File: config.mk
export PLATFORM = sky130hd
export DESIGN_NAME = dmem_port_arbiter_flat
export DESIGN_NICKNAME = d
export VERILOG_FILES = /design/src/rtl/dmem_port_arbiter_if.sv /design/src/rtl/dmem_port_arbiter.sv /design/src/flat_wrapper.sv
export SDC_FILE = /design/constraint.sdc
export NUM_CORES = 1
export LEC_CHECK = 0
export CAP_MARGIN = 20
export CORE_MARGIN = 10
export CORE_UTILIZATION = 23
export CTS_CLUSTER_DIAMETER = 80
export DETAILED_ROUTE_END_ITERATION = 16
export PLACE_DENSITY = 0.89
export SYNTH_ARGS = -nofsm -noshare
export SYNTH_HDL_FRONTEND = slang
export SYNTH_SLANG_ARGS = --single-unit
File: constraint.sdc
create_clock -name clock -period 2.6 [get_ports clock]
set_input_delay 0.26 -clock clock [delete_from_list [all_inputs] [get_ports clock]]
set_output_delay 0.26 -clock clock [all_outputs]
set_load 0.05 [all_outputs]
File: src/rtl/dmem_port_arbiter_if.sv
// Request/grant/read-return bundle between the two dmem requesters, the arbiter and the dmem syncram.
// The arbiter takes the slave modport; requesters plus the syncram side take the master modport.
interface dmem_port_arbiter_if #(
  parameter int ADDR_W = 12,
  parameter int DATA_W = 32
);
  logic              p_req;
  logic              p_wren;
  logic [ADDR_W-1:0] p_addr;
  logic [DATA_W-1:0] p_data;
  logic              p_gnt;
  logic              p_rvalid;
  logic [DATA_W-1:0] p_q;

  logic              d_req;
  logic              d_wren;
  logic [ADDR_W-1:0] d_addr;
  logic [DATA_W-1:0] d_data;
  logic              d_gnt;
  logic              d_rvalid;
  logic [DATA_W-1:0] d_q;

  logic [ADDR_W-1:0] mem_address;
  logic [DATA_W-1:0] mem_data;
  logic              mem_wren;
  logic [DATA_W-1:0] mem_q;

  logic [3:0]        starve_cnt;

  modport slave (
    input  p_req, p_wren, p_addr, p_data,
    input  d_req, d_wren, d_addr, d_data,
    input  mem_q,
    output p_gnt, p_rvalid, p_q,
    output d_gnt, d_rvalid, d_q,
    output mem_address, mem_data, mem_wren,
    output starve_cnt
  );

  modport master (
    output p_req, p_wren, p_addr, p_data,
    output d_req, d_wren, d_addr, d_data,
    output mem_q,
    input  p_gnt, p_rvalid, p_q,
    input  d_gnt, d_rvalid, d_q,
    input  mem_address, mem_data, mem_wren,
    input  starve_cnt
  );
endinterface

File: src/rtl/dmem_port_arbiter.sv
// Shares the single-port dmem syncram between the processor (P) and a debug/loader port (D).
// Default: P fixed priority with a starvation counter; `define DMEM_ARB_RR_EN for round-robin.
module dmem_port_arbiter #(
  parameter int ADDR_W       = 12,
  parameter int DATA_W       = 32,
  parameter int STARVE_LIMIT = 4
) (
  input  logic                clock,
  input  logic                reset,
  dmem_port_arbiter_if.slave  bus
);

  typedef enum logic [1:0] {
    RD_NONE = 2'd0,
    RD_P    = 2'd1,
    RD_D    = 2'd2
  } rd_owner_t;

  rd_owner_t         r_rd_owner;
  rd_owner_t         w_rd_owner_next;

  logic              w_both;
  logic              w_p_win;
  logic              w_d_win;
  logic              w_p_gnt;
  logic              w_d_gnt;
  logic [ADDR_W-1:0] w_addr;
  logic [DATA_W-1:0] w_data;
  logic              w_wren;

  assign w_both = bus.p_req & bus.d_req;

`ifdef DMEM_ARB_RR_EN
  logic r_last_d;
  logic w_last_d_next;

  // Under contention the port that did not win last time wins now.
  always_comb begin
    w_p_win       = bus.p_req & (~bus.d_req | r_last_d);
    w_d_win       = bus.d_req & ~w_p_win;
    w_last_d_next = r_last_d;
    if (w_both) begin
      w_last_d_next = w_d_win;
    end
  end

  always_ff @(posedge clock or negedge reset) begin
    if (!reset) begin
      r_last_d <= 1'b1;
    end else begin
      r_last_d <= w_last_d_next;
    end
  end

  assign bus.starve_cnt = 4'd0;
`else
  localparam logic [3:0] LIMIT = 4'(STARVE_LIMIT);

  logic [3:0] r_starve_cnt;
  logic [3:0] w_starve_next;

  always_comb begin
    w_p_win       = bus.p_req & (~bus.d_req | (r_starve_cnt != LIMIT));
    w_d_win       = bus.d_req & ~w_p_win;
    w_starve_next = r_starve_cnt;
    if (w_d_win) begin
      w_starve_next = 4'd0;
    end else if (bus.d_req && (r_starve_cnt < LIMIT)) begin
      w_starve_next = r_starve_cnt + 4'd1;
    end
  end

  // Held while D is idle, so a saturated count makes D win its very next contention.
  always_ff @(posedge clock or negedge reset) begin
    if (!reset) begin
      r_starve_cnt <= 4'd0;
    end else begin
      r_starve_cnt <= w_starve_next;
    end
  end

  assign bus.starve_cnt = r_starve_cnt;
`endif

  // Grants and writes are gated directly by reset so nothing issues while it is low.
  assign w_p_gnt = w_p_win & reset;
  assign w_d_gnt = w_d_win & reset;

  assign w_addr = w_d_win ? bus.d_addr : bus.p_addr;
  assign w_data = w_d_win ? bus.d_data : bus.p_data;
  assign w_wren = w_d_win ? bus.d_wren : bus.p_wren;

  assign bus.p_gnt       = w_p_gnt;
  assign bus.d_gnt       = w_d_gnt;
  assign bus.mem_address = w_addr;
  assign bus.mem_data    = w_data;
  assign bus.mem_wren    = w_wren & (w_p_gnt | w_d_gnt);

  // Owner of the read that the syncram is returning this cycle.
  always_comb begin
    w_rd_owner_next = RD_NONE;
    if (w_p_gnt && !bus.p_wren) begin
      w_rd_owner_next = RD_P;
    end else if (w_d_gnt && !bus.d_wren) begin
      w_rd_owner_next = RD_D;
    end
  end

  always_ff @(posedge clock or negedge reset) begin
    if (!reset) begin
      r_rd_owner <= RD_NONE;
    end else begin
      r_rd_owner <= w_rd_owner_next;
    end
  end

  assign bus.p_rvalid = (r_rd_owner == RD_P);
  assign bus.d_rvalid = (r_rd_owner == RD_D);
  assign bus.p_q      = bus.mem_q;
  assign bus.d_q      = bus.mem_q;

endmodule

File: src/flat_wrapper.sv
// flat-port wrapper written by rule: the top's interface ports become plain ports
module dmem_port_arbiter_flat 
#(
  parameter int ADDR_W       = 12,
  parameter int DATA_W       = 32,
  parameter int STARVE_LIMIT = 4
)
  (clock, reset, bus_p_req, bus_p_wren, bus_p_addr, bus_p_data, bus_d_req, bus_d_wren, bus_d_addr, bus_d_data, bus_mem_q, bus_p_gnt, bus_p_rvalid, bus_p_q, bus_d_gnt, bus_d_rvalid, bus_d_q, bus_mem_address, bus_mem_data, bus_mem_wren, bus_starve_cnt);
  dmem_port_arbiter_if #(.ADDR_W(ADDR_W), .DATA_W(DATA_W)) bus_i ();
  input  logic clock;
  input  logic reset;
  input wire logic [$bits(bus_i.p_req)-1:0] bus_p_req;
  input wire logic [$bits(bus_i.p_wren)-1:0] bus_p_wren;
  input wire logic [$bits(bus_i.p_addr)-1:0] bus_p_addr;
  input wire logic [$bits(bus_i.p_data)-1:0] bus_p_data;
  input wire logic [$bits(bus_i.d_req)-1:0] bus_d_req;
  input wire logic [$bits(bus_i.d_wren)-1:0] bus_d_wren;
  input wire logic [$bits(bus_i.d_addr)-1:0] bus_d_addr;
  input wire logic [$bits(bus_i.d_data)-1:0] bus_d_data;
  input wire logic [$bits(bus_i.mem_q)-1:0] bus_mem_q;
  output wire logic [$bits(bus_i.p_gnt)-1:0] bus_p_gnt;
  output wire logic [$bits(bus_i.p_rvalid)-1:0] bus_p_rvalid;
  output wire logic [$bits(bus_i.p_q)-1:0] bus_p_q;
  output wire logic [$bits(bus_i.d_gnt)-1:0] bus_d_gnt;
  output wire logic [$bits(bus_i.d_rvalid)-1:0] bus_d_rvalid;
  output wire logic [$bits(bus_i.d_q)-1:0] bus_d_q;
  output wire logic [$bits(bus_i.mem_address)-1:0] bus_mem_address;
  output wire logic [$bits(bus_i.mem_data)-1:0] bus_mem_data;
  output wire logic [$bits(bus_i.mem_wren)-1:0] bus_mem_wren;
  output wire logic [$bits(bus_i.starve_cnt)-1:0] bus_starve_cnt;
  assign bus_i.p_req = bus_p_req;
  assign bus_i.p_wren = bus_p_wren;
  assign bus_i.p_addr = bus_p_addr;
  assign bus_i.p_data = bus_p_data;
  assign bus_i.d_req = bus_d_req;
  assign bus_i.d_wren = bus_d_wren;
  assign bus_i.d_addr = bus_d_addr;
  assign bus_i.d_data = bus_d_data;
  assign bus_i.mem_q = bus_mem_q;
  assign bus_p_gnt = bus_i.p_gnt;
  assign bus_p_rvalid = bus_i.p_rvalid;
  assign bus_p_q = bus_i.p_q;
  assign bus_d_gnt = bus_i.d_gnt;
  assign bus_d_rvalid = bus_i.d_rvalid;
  assign bus_d_q = bus_i.d_q;
  assign bus_mem_address = bus_i.mem_address;
  assign bus_mem_data = bus_i.mem_data;
  assign bus_mem_wren = bus_i.mem_wren;
  assign bus_starve_cnt = bus_i.starve_cnt;
  dmem_port_arbiter #(.ADDR_W(ADDR_W), .DATA_W(DATA_W), .STARVE_LIMIT(STARVE_LIMIT)) u_core (.clock(clock), .reset(reset), .bus(bus_i));
endmodule
After elaboration in Yosys (flattened, before gate mapping)
Cells that the tools add are included.
{"block": "totals", "inputBits": 126, "output_inout_bits": 117, "elab_cells": 29, "reg_bits": 6}
{"block": "op_classes", "magnitude_cmp": 1, "reduce_logical": 6, "eq_ne": 3, "n_bitwise": 9, "n_addsub": 1, "mux": 7}
{"operator": "32-bit 2-to-1 mux", "n": 1}
{"operator": "12-bit 2-to-1 mux", "n": 1}
{"operator": "4-bit 2-to-1 mux", "n": 2}
{"operator": "1-bit AND", "n": 5}
{"operator": "4-bit by 1-bit adder with 4-bit output, second input constant", "n": 1}
{"operator": "4-bit by 3-bit < comparator with 1-bit output, second input constant", "n": 1}
{"operator": "2-bit 2-to-1 mux", "n": 2}
{"operator": "4-bit by 3-bit inequality test with 1-bit output, second input constant", "n": 1}
{"operator": "1-bit logical AND", "n": 3}
{"operator": "2-bit by 1-bit equality test with 1-bit output, second input constant", "n": 1}
{"operator": "2-bit equality test, second input constant", "n": 1}
{"operator": "1-bit zero test", "n": 2}
{"operator": "1-bit NOT", "n": 2}
{"operator": "1-bit OR", "n": 2}
{"operator": "2-bit nonzero test", "n": 1}
{"operator": "1-bit 2-to-1 mux", "n": 1}

Longest topological paths before layout
Gate-level depths: netlist of the first run.
{"block": "logic_depth", "ltp_word": 9, "ltp_mapped": 6, "ltp_nobuf": 5}

Worst setup path before layout of the first run
Ideal clock, no wire load.
{"block": "synth_path", "kind": "register to output", "start": "register u_core.r_starve_cnt[0], in the netlist u_core.bus.starve_cnt[0]", "end": "output bus_mem_wren", "path_stages_with_launch": 6, "path_slack_ns": 0.380, "required_ns": 2.340, "path_buffers": 0, "arrival_ns": 1.960, "path_cell_list": "dfrtp_1 -> inv_1 -> ha_1 -> nand4b_1 -> and3_2 -> a32o_1"}
{"block": "synth_via", "word_cells_on_any_way": 10, "classes_between": "eq/ne: 1; mux: 1; bitwise: 8"}
{"element": "start, declared", "line": "dmem_port_arbiter.sv:59", "text": "logic [3:0] r_starve_cnt;"}
{"element": "start signal, assigned", "line": "dmem_port_arbiter.sv:78", "text": "r_starve_cnt <= w_starve_next;"}
{"element": "4-bit by 3-bit inequality test with 1-bit output", "line": "dmem_port_arbiter.sv:63", "text": "w_p_win = bus.p_req & (~bus.d_req | (r_starve_cnt != LIMIT));"}
{"element": "1-bit OR", "line": "dmem_port_arbiter.sv:63"}
{"element": "1-bit AND", "line": "dmem_port_arbiter.sv:63"}
{"element": "1-bit AND", "line": "dmem_port_arbiter.sv:86", "text": "assign w_p_gnt = w_p_win & reset;"}
{"element": "named net bus_p_gnt", "line": "flat_wrapper.sv:21", "text": "output wire logic [$bits(bus_i.p_gnt)-1:0] bus_p_gnt;"}
{"element": "1-bit OR", "line": "dmem_port_arbiter.sv:97", "text": "assign bus.mem_wren = w_wren & (w_p_gnt | w_d_gnt);"}
{"element": "1-bit AND", "line": "dmem_port_arbiter.sv:97"}
{"element": "end, declared", "line": "flat_wrapper.sv:29", "text": "output wire logic [$bits(bus_i.mem_wren)-1:0] bus_mem_wren;"}
The timed path passes the listed nets, and every way through them passes these cells.

Final worst setup path of the first run
{"block": "layout_path", "start": "register u_core.r_starve_cnt[0], in the netlist u_core.bus.starve_cnt[0]", "end": "output bus_mem_data[25]"}
{"block": "layout_via", "elab_chain_cells": 6}
{"element": "4-bit by 3-bit inequality test with 1-bit output", "line": "dmem_port_arbiter.sv:63"}
{"element": "1-bit OR", "line": "dmem_port_arbiter.sv:63"}
{"element": "1-bit AND", "line": "dmem_port_arbiter.sv:63"}
{"element": "1-bit NOT", "line": "dmem_port_arbiter.sv:64", "text": "w_d_win = bus.d_req & ~w_p_win;"}
{"element": "1-bit AND", "line": "dmem_port_arbiter.sv:64"}
{"element": "32-bit 2-to-1 mux", "line": "dmem_port_arbiter.sv:90", "text": "assign w_data = w_d_win ? bus.d_data : bus.p_data;"}
{"element": "end, declared", "line": "flat_wrapper.sv:28", "text": "output wire logic [$bits(bus_i.mem_data)-1:0] bus_mem_data;"}
Every way passes these cells.

==> results.cfg, run 1 <==
[logic_synthesis]
syn_nets = 270
syn_area_mm2 = 0.001358
yosys_register_bits = 6
yosys_warnings = 0
synth_cells = 142
ys_types = 19
syn_area_per_cell_um2 = 9.560
ys_seq_area_share_pct = 11.06

[worst_setup_path]
crit_buf_inv = 3
r2r_start = u_core.bus.starve_cnt[0]
worst_setup_path_end_kind = output pin
crit_fanout = 22
path_class = reg -> out
worstPathArrival_ns = 1.99
start_kind = register
critPathTopFamily = buffers and inverters
reg2reg_to = u_core.r_rd_owner[1]
cp_cell_sequence = inv_1 > ha_1 > nand4b_1 > o21ai_4 > buf_4 > mux2_2 > buf_12
cp.required_ns = 2.34
ff2ff_path_depth = 6
slowest_stage = dfrtp_1
slowest_delay_ns = 0.41
rrSetupSlack_ns = 1.14

[routing]
post-route-drc-count = 0
dr.pass1.iters = 4
antenna_left = 0
wire_per_inst_um = 21.27
wl_mm = 6.296
vias = 1269
via_per_inst = 4.287
drtIter0Drc = 17

[grt]
grt.overflow.total = 0
grt_max_degree = 30
grt_pass1_vias = 1468
track_usage_pct = 12.70
grt_pass1_wl_mm = 9.577
grt_antenna_before_repair = 0

[clocking]
cts_root_buf = clkbuf_8
insertion_delay_ns = 0.22
cts.path.max_buffers = 2
postCtsSetupBuffers = 0
cts_tree = built
cts_resized = 0
clk_pin_slew_ns = 0.04
numCtsBuffers = 3
cts.htree.levels = 1
clock-sinks = 6
hold_buffers = 0

[timing]
period_minus_slack_ns = 2.247
hold_viol = 0
relSlewSlack_pct = 64.83
fin_crit_sh_pct = 86.41
final-setup-viol-count = 0
fmaxAchievable_mhz = 445.1
tns_ns = 0
worst_pin_slew_ns = 0.5259
drv_slew = 0
hold_slack_ns = 0.3286
finClkSkew_ns = 0.003022
rsz0062_at_grt = false

[floorplan]
die_x_um = 96.83
dieHeight_um = 96.83
core_mm2 = 0.005608
dieArea_mm2 = 0.009375
initial_core_util_pct = 24.21
ioPinCount = 243
rows = 27

[place]
dp_hpwl_mm = 5.764
io_buffer_count = 146
place_congestion = 0.8034
place_area_mm2 = 0.002858

[pwr]
peakVddDrop_uv = 383.1
p_per_area_mw_per_mm2 = 508.7
leakage_nw = 1.192

[final_layout]
area_growth_syn_to_layout_pct = 113.5
nets = 354
layout_commonest_cell = clkdlybuf4s50_1
layout_common_cells = 99 x clkdlybuf4s50_1, 47 x buf_12, 41 x mux2_2, 6 x dfrtp_1
drive_above_1_share_pct = 43.75
antenna_cells = 0
fin_area_mm2 = 0.002899

[status]
status = finished, final reports clean

[min_path]
hp-class = in -> async

[job]
maxCapViolations = 0
[logic make-up after synthesis]
| logic type | count (synthesis) | synth area share, % |
|---|---|---|
| fa+ha+maj | 2 | 1.843 |
| xor+xnor | 1 | 0.6453 |
| flops | 6 | 11.06 |
| buf+inv | 73 | 40.64 |
| simple gates | 12 | 5.346 |
| mux | 45 | 38.06 |
| compound gates | 3 | 2.397 |
[worst max path at each step]
| stage | startpoint | endpoint | slack (ns) | cells after the start |
|---|---|---|---|---|
| after global routing | u_core.bus.starve_cnt[0] | bus_mem_address[10] | 0.24 | 7 |
| after detailed placement | bus_d_req | bus_mem_address[10] | 0.37 | 6 |
| final | u_core.bus.starve_cnt[0] | bus_mem_data[25] | 0.35 | 7 |
| after CTS | u_core.bus.starve_cnt[0] | bus_mem_address[10] | 0.31 | 7 |
| after global placement | bus_d_req | bus_mem_data[2] | 0.43 | 6 |
| after floorplan | u_core.bus.starve_cnt[0] | bus_mem_wren | 0.38 | 5 |
[registers in the layout, summed over array words and instances (netlist names)]
name	cells
u_core.bus.starve_cnt	4
u_core.r_rd_owner	2
[final cells by class]
cell class,count,area (um^2)
fill,504,2709
timing repair buffer,148,1947
multi-input combinational,63,655.6
sequential,6,150.1
tap,72,90.09
clock buffer,3,41.29
inverter,4,15.01
[synth_stat cells]
library cell	number	share of area [%]
and3_2	1	0.55
a31oi_1	1	0.46
mux2_2	41	34
o21ai_4	1	1.2
mux2i_1	1	0.74
and2_1	1	0.46
xnor2_1	1	0.65
dfrtp_1	6	11
nor3b_1	1	0.55
mux2_4	3	3.3
nand4b_1	1	0.65
nor2b_1	3	1.4
buf_4	64	35
and3b_1	1	0.65
nor2_1	4	1.1
a32o_1	1	0.74
inv_1	4	1.1
ha_1	2	1.8
buf_6	5	4.1
[through the flow]
step	cells	setup slack [ns]	util, %	power (mW)
5_1_grt	296	0.2441	51.70	1.543
4_1_cts	296	0.3079	51.70	1.499
3_3_place_gp	293	0.4263	50.96	1.326
2_1_floorplan	142	0.3797	-	1.001
6_report	296	0.3534	51.70	1.475
3_5_place_dp	293	0.3719	50.96	1.349
[per-layer routing]
layer	vias to the layer above	part of all wire, %	global-route usage, %
met2	122	51	22.55
met4	0	1.6	3.157
met5	-	0	0
met3	13	11	6.458
met1	559	36	12.82
li1	575	-	-
[where the power goes]
| part | total, mW | switching (mW) | internal, mW |
|---|---|---|---|
| logic | 1.20 | 0.597 | 0.604 |
| registers | 0.136 | 0.0221 | 0.114 |
| clock network | 0.137 | 0.0377 | 0.0993 |
(Power assumes the default switching activity.)
==> run 2, diff against run 1 <==
--- a/config.mk
+++ b/config.mk
@@ -10,6 +10,7 @@
 export CORE_UTILIZATION = 23
 export CTS_CLUSTER_DIAMETER = 80
 export DETAILED_ROUTE_END_ITERATION = 16
+export GPL_TIMING_DRIVEN = 0
 export PLACE_DENSITY = 0.89
 export SYNTH_ARGS = -nofsm -noshare
 export SYNTH_HDL_FRONTEND = slang
==> results.cfg, run 2 (synthesis gave the netlist of run 1 again) <==
[status]
status = finished, final reports clean

[grt]
grt_pass1_vias = 1993
track_usage_pct = 16.74
grt.overflow.total = 0
grt_pass1_wl_mm = 12.47
grt_antenna_before_repair = 0
grt_max_degree = 11

[final_layout]
antenna_cells = 0
post-route-util_pct = 63.07
drive_above_1_share_pct = 33.24
layout_commonest_cell = clkdlybuf4s50_1
largest_reg_flops = 4
layout_common_cells = 164 x clkdlybuf4s50_1, 64 x buf_4, 45 x dlygate4sd2_1, 41 x mux2_2, 6 x dfrtp_1
area_growth_syn_to_layout_pct = 160.6
nets = 485
fin_area_mm2 = 0.003537

[clocking]
cts.path.max_buffers = 2
cts_root_buf = clkbuf_8
cts_tree = built
hold_buffers = 0
insertion_delay_ns = 0.22
cts.htree.levels = 1
numCtsBuffers = 3
clk_pin_slew_ns = 0.04
clock-sinks = 6

[pwr]
power.internal_uw = 730.3
power_mw = 1.559
leakage_nw = 1.588
clkPwrFrac_pct = 9.0
swShare_pct = 53.14
power_frac_comb_pct = 82.3
power_switching_uw = 828.2
p_per_area_mw_per_mm2 = 440.6
peakVddDrop_uv = 317.1
seqPwrFrac_pct = 8.7

[routing]
antenna_left = 0
post-route-drc-count = 0
wl_mm = 8.479
via_per_inst = 4.117
vias = 1758
drtIter0Drc = 10
dr.pass1.iters = 4
wire_per_inst_um = 19.86

[timing]
finClkSkew_ns = 0.0005262
final-setup-viol-count = 0
hold_slack_ns = 0.3227
hold_viol = 0
drv_slew = 0
fin_crit_sh_pct = 94.36
relSlewSlack_pct = 63.64
period_minus_slack_ns = 2.453
worst_pin_slew_ns = 0.5437
fmaxAchievable_mhz = 407.6
rsz0062_at_grt = false

[floorplan]
initial_core_util_pct = 24.21
die_x_um = 96.83
ioPinCount = 243
dieArea_mm2 = 0.009375
rows = 27
core_mm2 = 0.005608
dieHeight_um = 96.83

[min_path]
hp-class = in -> async

[worst_setup_path]
crit_buf_inv = 3
worst_setup_path_end_kind = output pin
worstPathArrival_ns = 2.19
slowest_delay_ns = 0.43
start_kind = register
slowest_stage = dlygate4sd2_1
critPathTopFamily = buffers and inverters
path_class = reg -> out
cp_cell_sequence = inv_1 > ha_1 > nand4b_1 > o21ai_4 > buf_6 > mux2_2 > dlygate4sd2_1
cp.required_ns = 2.34
crit_fanout = 10

[job]
maxCapViolations = 0

[place]
place_area_mm2 = 0.003550
dp_hpwl_mm = 7.937
io_buffer_count = 210
place_congestion = 0.7573
==> run 2: cell count changes in the layout (fill, tap and decap cells not counted) <==
cell             before  now
clkdlybuf4s50_1      99  164
buf_6                 0    5
buf_4                 2   64
buf_12               47    0
dlymetal6s2s_1        0    1
dlygate4sd2_1         0   45
==> run 2: repair_timing <==
| item | in CTS | in global routing |
|---|---|---|
| setup endpoints to repair | 45 | 1 |
| resized for setup | 45 | 1 |
| setup buffers | 0 | 0 |
==> run 2: metrics by stage <==
step                      std cells  TNS, ns  setup WS (ns)
final                           427        0         0.1467
after global routing            427        0        0.01784
after CTS                       427        0       0.004287
after detailed placement        424   -3.569        -0.1125
after global placement          424   -3.462        -0.1160
after floorplan                 142        0         0.3797
==> run 2: area by class of cell <==
cell class,instances,area (um^2)
Fill cell,506,2071
Timing Repair Buffer,210,2048
Multi-Input combinational cell,63,655.6
Buffer,69,536.8
Sequential cell,6,150.1
Tap cell,72,90.09
Clock buffer,3,41.29
Inverter,4,15.01
==> run 2: power by group through the flow <==
stage               combinational [mW]  sequential [mW]  clock, mW
floorplan                        0.804            0.197          0
global placement                  1.34            0.135          0
detailed placement                1.36            0.137          0
CTS                               1.30            0.136      0.146
global route                      1.34            0.140      0.156
finish                            1.28            0.135      0.140
==> run 2: final timing paths <==
path | cells after the start | slack, ns | start | end
min reg2reg | 2 | 0.55 | u_core.bus.starve_cnt[2] | u_core.bus.starve_cnt[2]
min | 1 | 0.32 | reset | u_core.bus.starve_cnt[2]
min in group clock | 2 | 0.55 | u_core.bus.starve_cnt[2] | u_core.bus.starve_cnt[2]
max | 7 | 0.15 | u_core.bus.starve_cnt[0] | bus_mem_address[9]
max in group asynchronous | 1 | 2.01 | reset | u_core.bus.starve_cnt[0]
max reg2reg | 6 | 1.22 | u_core.bus.starve_cnt[0] | u_core.r_rd_owner[1]
==> run 2: worst reg2reg max path: cells and delay by family (launching register included) <==
family,cells,cell delay [ns]
AOI/OAI and AO/OA,1,0.17
and+or+nand+nor,2,0.31
DFF,1,0.41
buffers and inverters,2,0.27
adders and majority gates,1,0.15
==> run 2: metal layers <==
| layer | wire, um | GRT usage [%] | vias to the layer above |
|---|---|---|---|
| li1 | - | - | 838 |
| met1 | 2751 | 14.83 | 785 |
| met2 | 4649 | 32.62 | 125 |
| met3 | 916 | 8.162 | 10 |
| met4 | 162 | 4.059 | 0 |
| met5 | 0 | 0 | - |
==> run 3, diff against run 2 <==
==> constraint.sdc (replaced) <==
create_clock -name clock -period 2.6 [get_ports clock]
set_input_delay 0.26 -clock clock [delete_from_list [all_inputs] [get_ports clock]]
set_output_delay 0.26 -clock clock [all_outputs]
set_load 0.02 [all_outputs]
==> results.cfg, run 3 (synthesis gave the netlist of run 1 again) <==
[pwr]
peakVddDrop_uv = 259.0
p_per_area_mw_per_mm2 = 337.1
leakage_nw = 1.883
power_mw = 1.243

[floorplan]
ioPinCount = 243
core_mm2 = 0.005608
initial_core_util_pct = 24.21
die_x_um = 96.83
dieHeight_um = 96.83
rows = 27
dieArea_mm2 = 0.009375

[timing]
worst_pin_slew_ns = 0.4330
hold_viol = 0
period_minus_slack_ns = 2.425
fin_crit_sh_pct = 93.25
tns_ns = 0
final-setup-viol-count = 0
finClkSkew_ns = 0.0005401
drv_slew = 0
relSlewSlack_pct = 71.07
rsz0062_at_grt = false
fmaxAchievable_mhz = 412.4

[routing]
vias = 1769
wl_met2_mm = 4.757
via_per_inst = 4.143
antenna_left = 0
wire_per_inst_um = 20.25
routed.top_layer = met4
dr.pass1.iters = 4
wl_mm = 8.648
dr_wl_met3_um = 907
wl_met1_mm = 2.820
post-route-drc-count = 0
drtIter0Drc = 10

[worst_setup_path]
rrSetupSlack_ns = 1.22
slowest_delay_ns = 0.60
crit_fanout = 10
start_kind = register
cp_cell_sequence = inv_1 > ha_1 > nand4b_1 > o21ai_4 > buf_6 > a32o_1 > clkdlybuf4s50_1
worstPathArrival_ns = 2.16
ff2ff_path_depth = 6
worst_setup_path_end_kind = output pin
reg2reg_to = u_core.r_rd_owner[1]
path_class = reg -> out
cp.required_ns = 2.34
slowest_stage = clkdlybuf4s50_1
r2r_start = u_core.bus.starve_cnt[0]

[place]
dp_hpwl_mm = 7.937
place_area_mm2 = 0.003550
io_buffer_count = 210
place_congestion = 0.7573

[clocking]
clock-sinks = 6
cts.path.max_buffers = 2
cts_root_buf = clkbuf_8
postCtsSetupBuffers = 0
cts_tree = built
clk_pin_slew_ns = 0.04
cts.htree.levels = 1
insertion_delay_ns = 0.22
numCtsBuffers = 3

[grt]
track_usage_pct = 16.74
grt.overflow.total = 0
grt_max_degree = 11
grt_pass1_vias = 1993
grt_pass1_wl_mm = 12.47
grt_antenna_before_repair = 0

[final_layout]
antenna_cells = 0
largest_reg_flops = 4
fillers = 461
fin_area_mm2 = 0.003687
drive_above_1_share_pct = 33.24
layout_commonest_cell = clkdlybuf4s50_1
multi_input_area_um2 = 655.6
ff_latch_area_um2 = 150.1
area_growth_syn_to_layout_pct = 171.6
post-route-util_pct = 65.75
layout_common_cells = 167 x clkdlybuf4s50_1, 64 x buf_4, 41 x mux2_2, 40 x dlymetal6s2s_1, 6 x dfrtp_1
nets = 485

[job]
maxCapViolations = 0

[status]
status = finished, final reports clean

[min_path]
hp-class = in -> async
-- run 3: cell count changes in the layout (fill, tap and decap cells not counted) --
| cell | change |
|---|---|
| dlymetal6s2s_1 | +39 |
| clkdlybuf4s50_1 | +3 |
| dlygate4sd2_1 | -42 |
-- run 3: power by group --
| group | total (mW) | switching (mW) | internal, mW |
|---|---|---|---|
| clock network | 0.140 | 0.0405 | 0.0995 |
| logic | 0.968 | 0.409 | 0.559 |
| registers | 0.135 | 0.0215 | 0.114 |
| total | 1.24 | 0.471 | 0.772 |
-- run 3: worst max-delay path: cells and delay by family, from the launching register on --
kind	cells	cell delay, ns
buffers and inverters	3	0.87
flip-flops	1	0.41
AO/OA/AOI/OAI	2	0.34
AND/OR/NAND/NOR	1	0.16
adder cells (fa/ha/maj)	1	0.15
-- run 3: stage by stage --
| step | cells | hold WS, ns | worst slack (ns) |
|---|---|---|---|
| CTS | 427 | 0.3260 | 0.0006799 |
| global placement | 424 | 0.5282 | 0.04648 |
| finish | 427 | 0.3228 | 0.1754 |
| global route | 427 | 0.3532 | 0.05240 |
| detailed placement | 424 | 0.5413 | 0.05003 |
| floorplan | 142 | -0.03559 | 0.7898 |
-- run 3: per-layer routing --
metal | GRT usage [%] | vias up
met2 | 32.62 | 125
met5 | 0 | -
met3 | 8.091 | 10
met1 | 14.87 | 796
met4 | 4.059 | 0
li1 | - | 838
-- run 3: how the worst max path moves through the flow --
stage	start	endpoint	slack, ns	depth (start not counted)
6_report	u_core.bus.starve_cnt[0]	bus_mem_wren	0.18	7
5_1_grt	u_core.bus.starve_cnt[0]	bus_mem_wren	0.05	7
4_1_cts	u_core.bus.starve_cnt[0]	bus_mem_address[9]	0.0007	7
3_5_place_dp	bus_d_req	bus_mem_data[11]	0.05	6
3_3_place_gp	bus_d_req	bus_mem_data[15]	0.05	6
2_1_floorplan	u_core.bus.starve_cnt[0]	bus_mem_address[7]	0.79	6
-- run 3: cell type report --
cell class / count / share of cell area [%]
clock buffers: 3 / 1.120
flip-flops and latches: 6 / 4.072
inverters: 4 / 0.4072
multi-input cells: 63 / 17.78
well taps: 72 / 2.443
plain buffers: 69 / 14.56
repair buffers: 210 / 59.62
-- run 3: repair_timing --
action,4_1_cts,5_1_grt
gates cloned,0,0
resized for setup,3,40
hold buffers,0,0
setup endpoints to repair,3,40
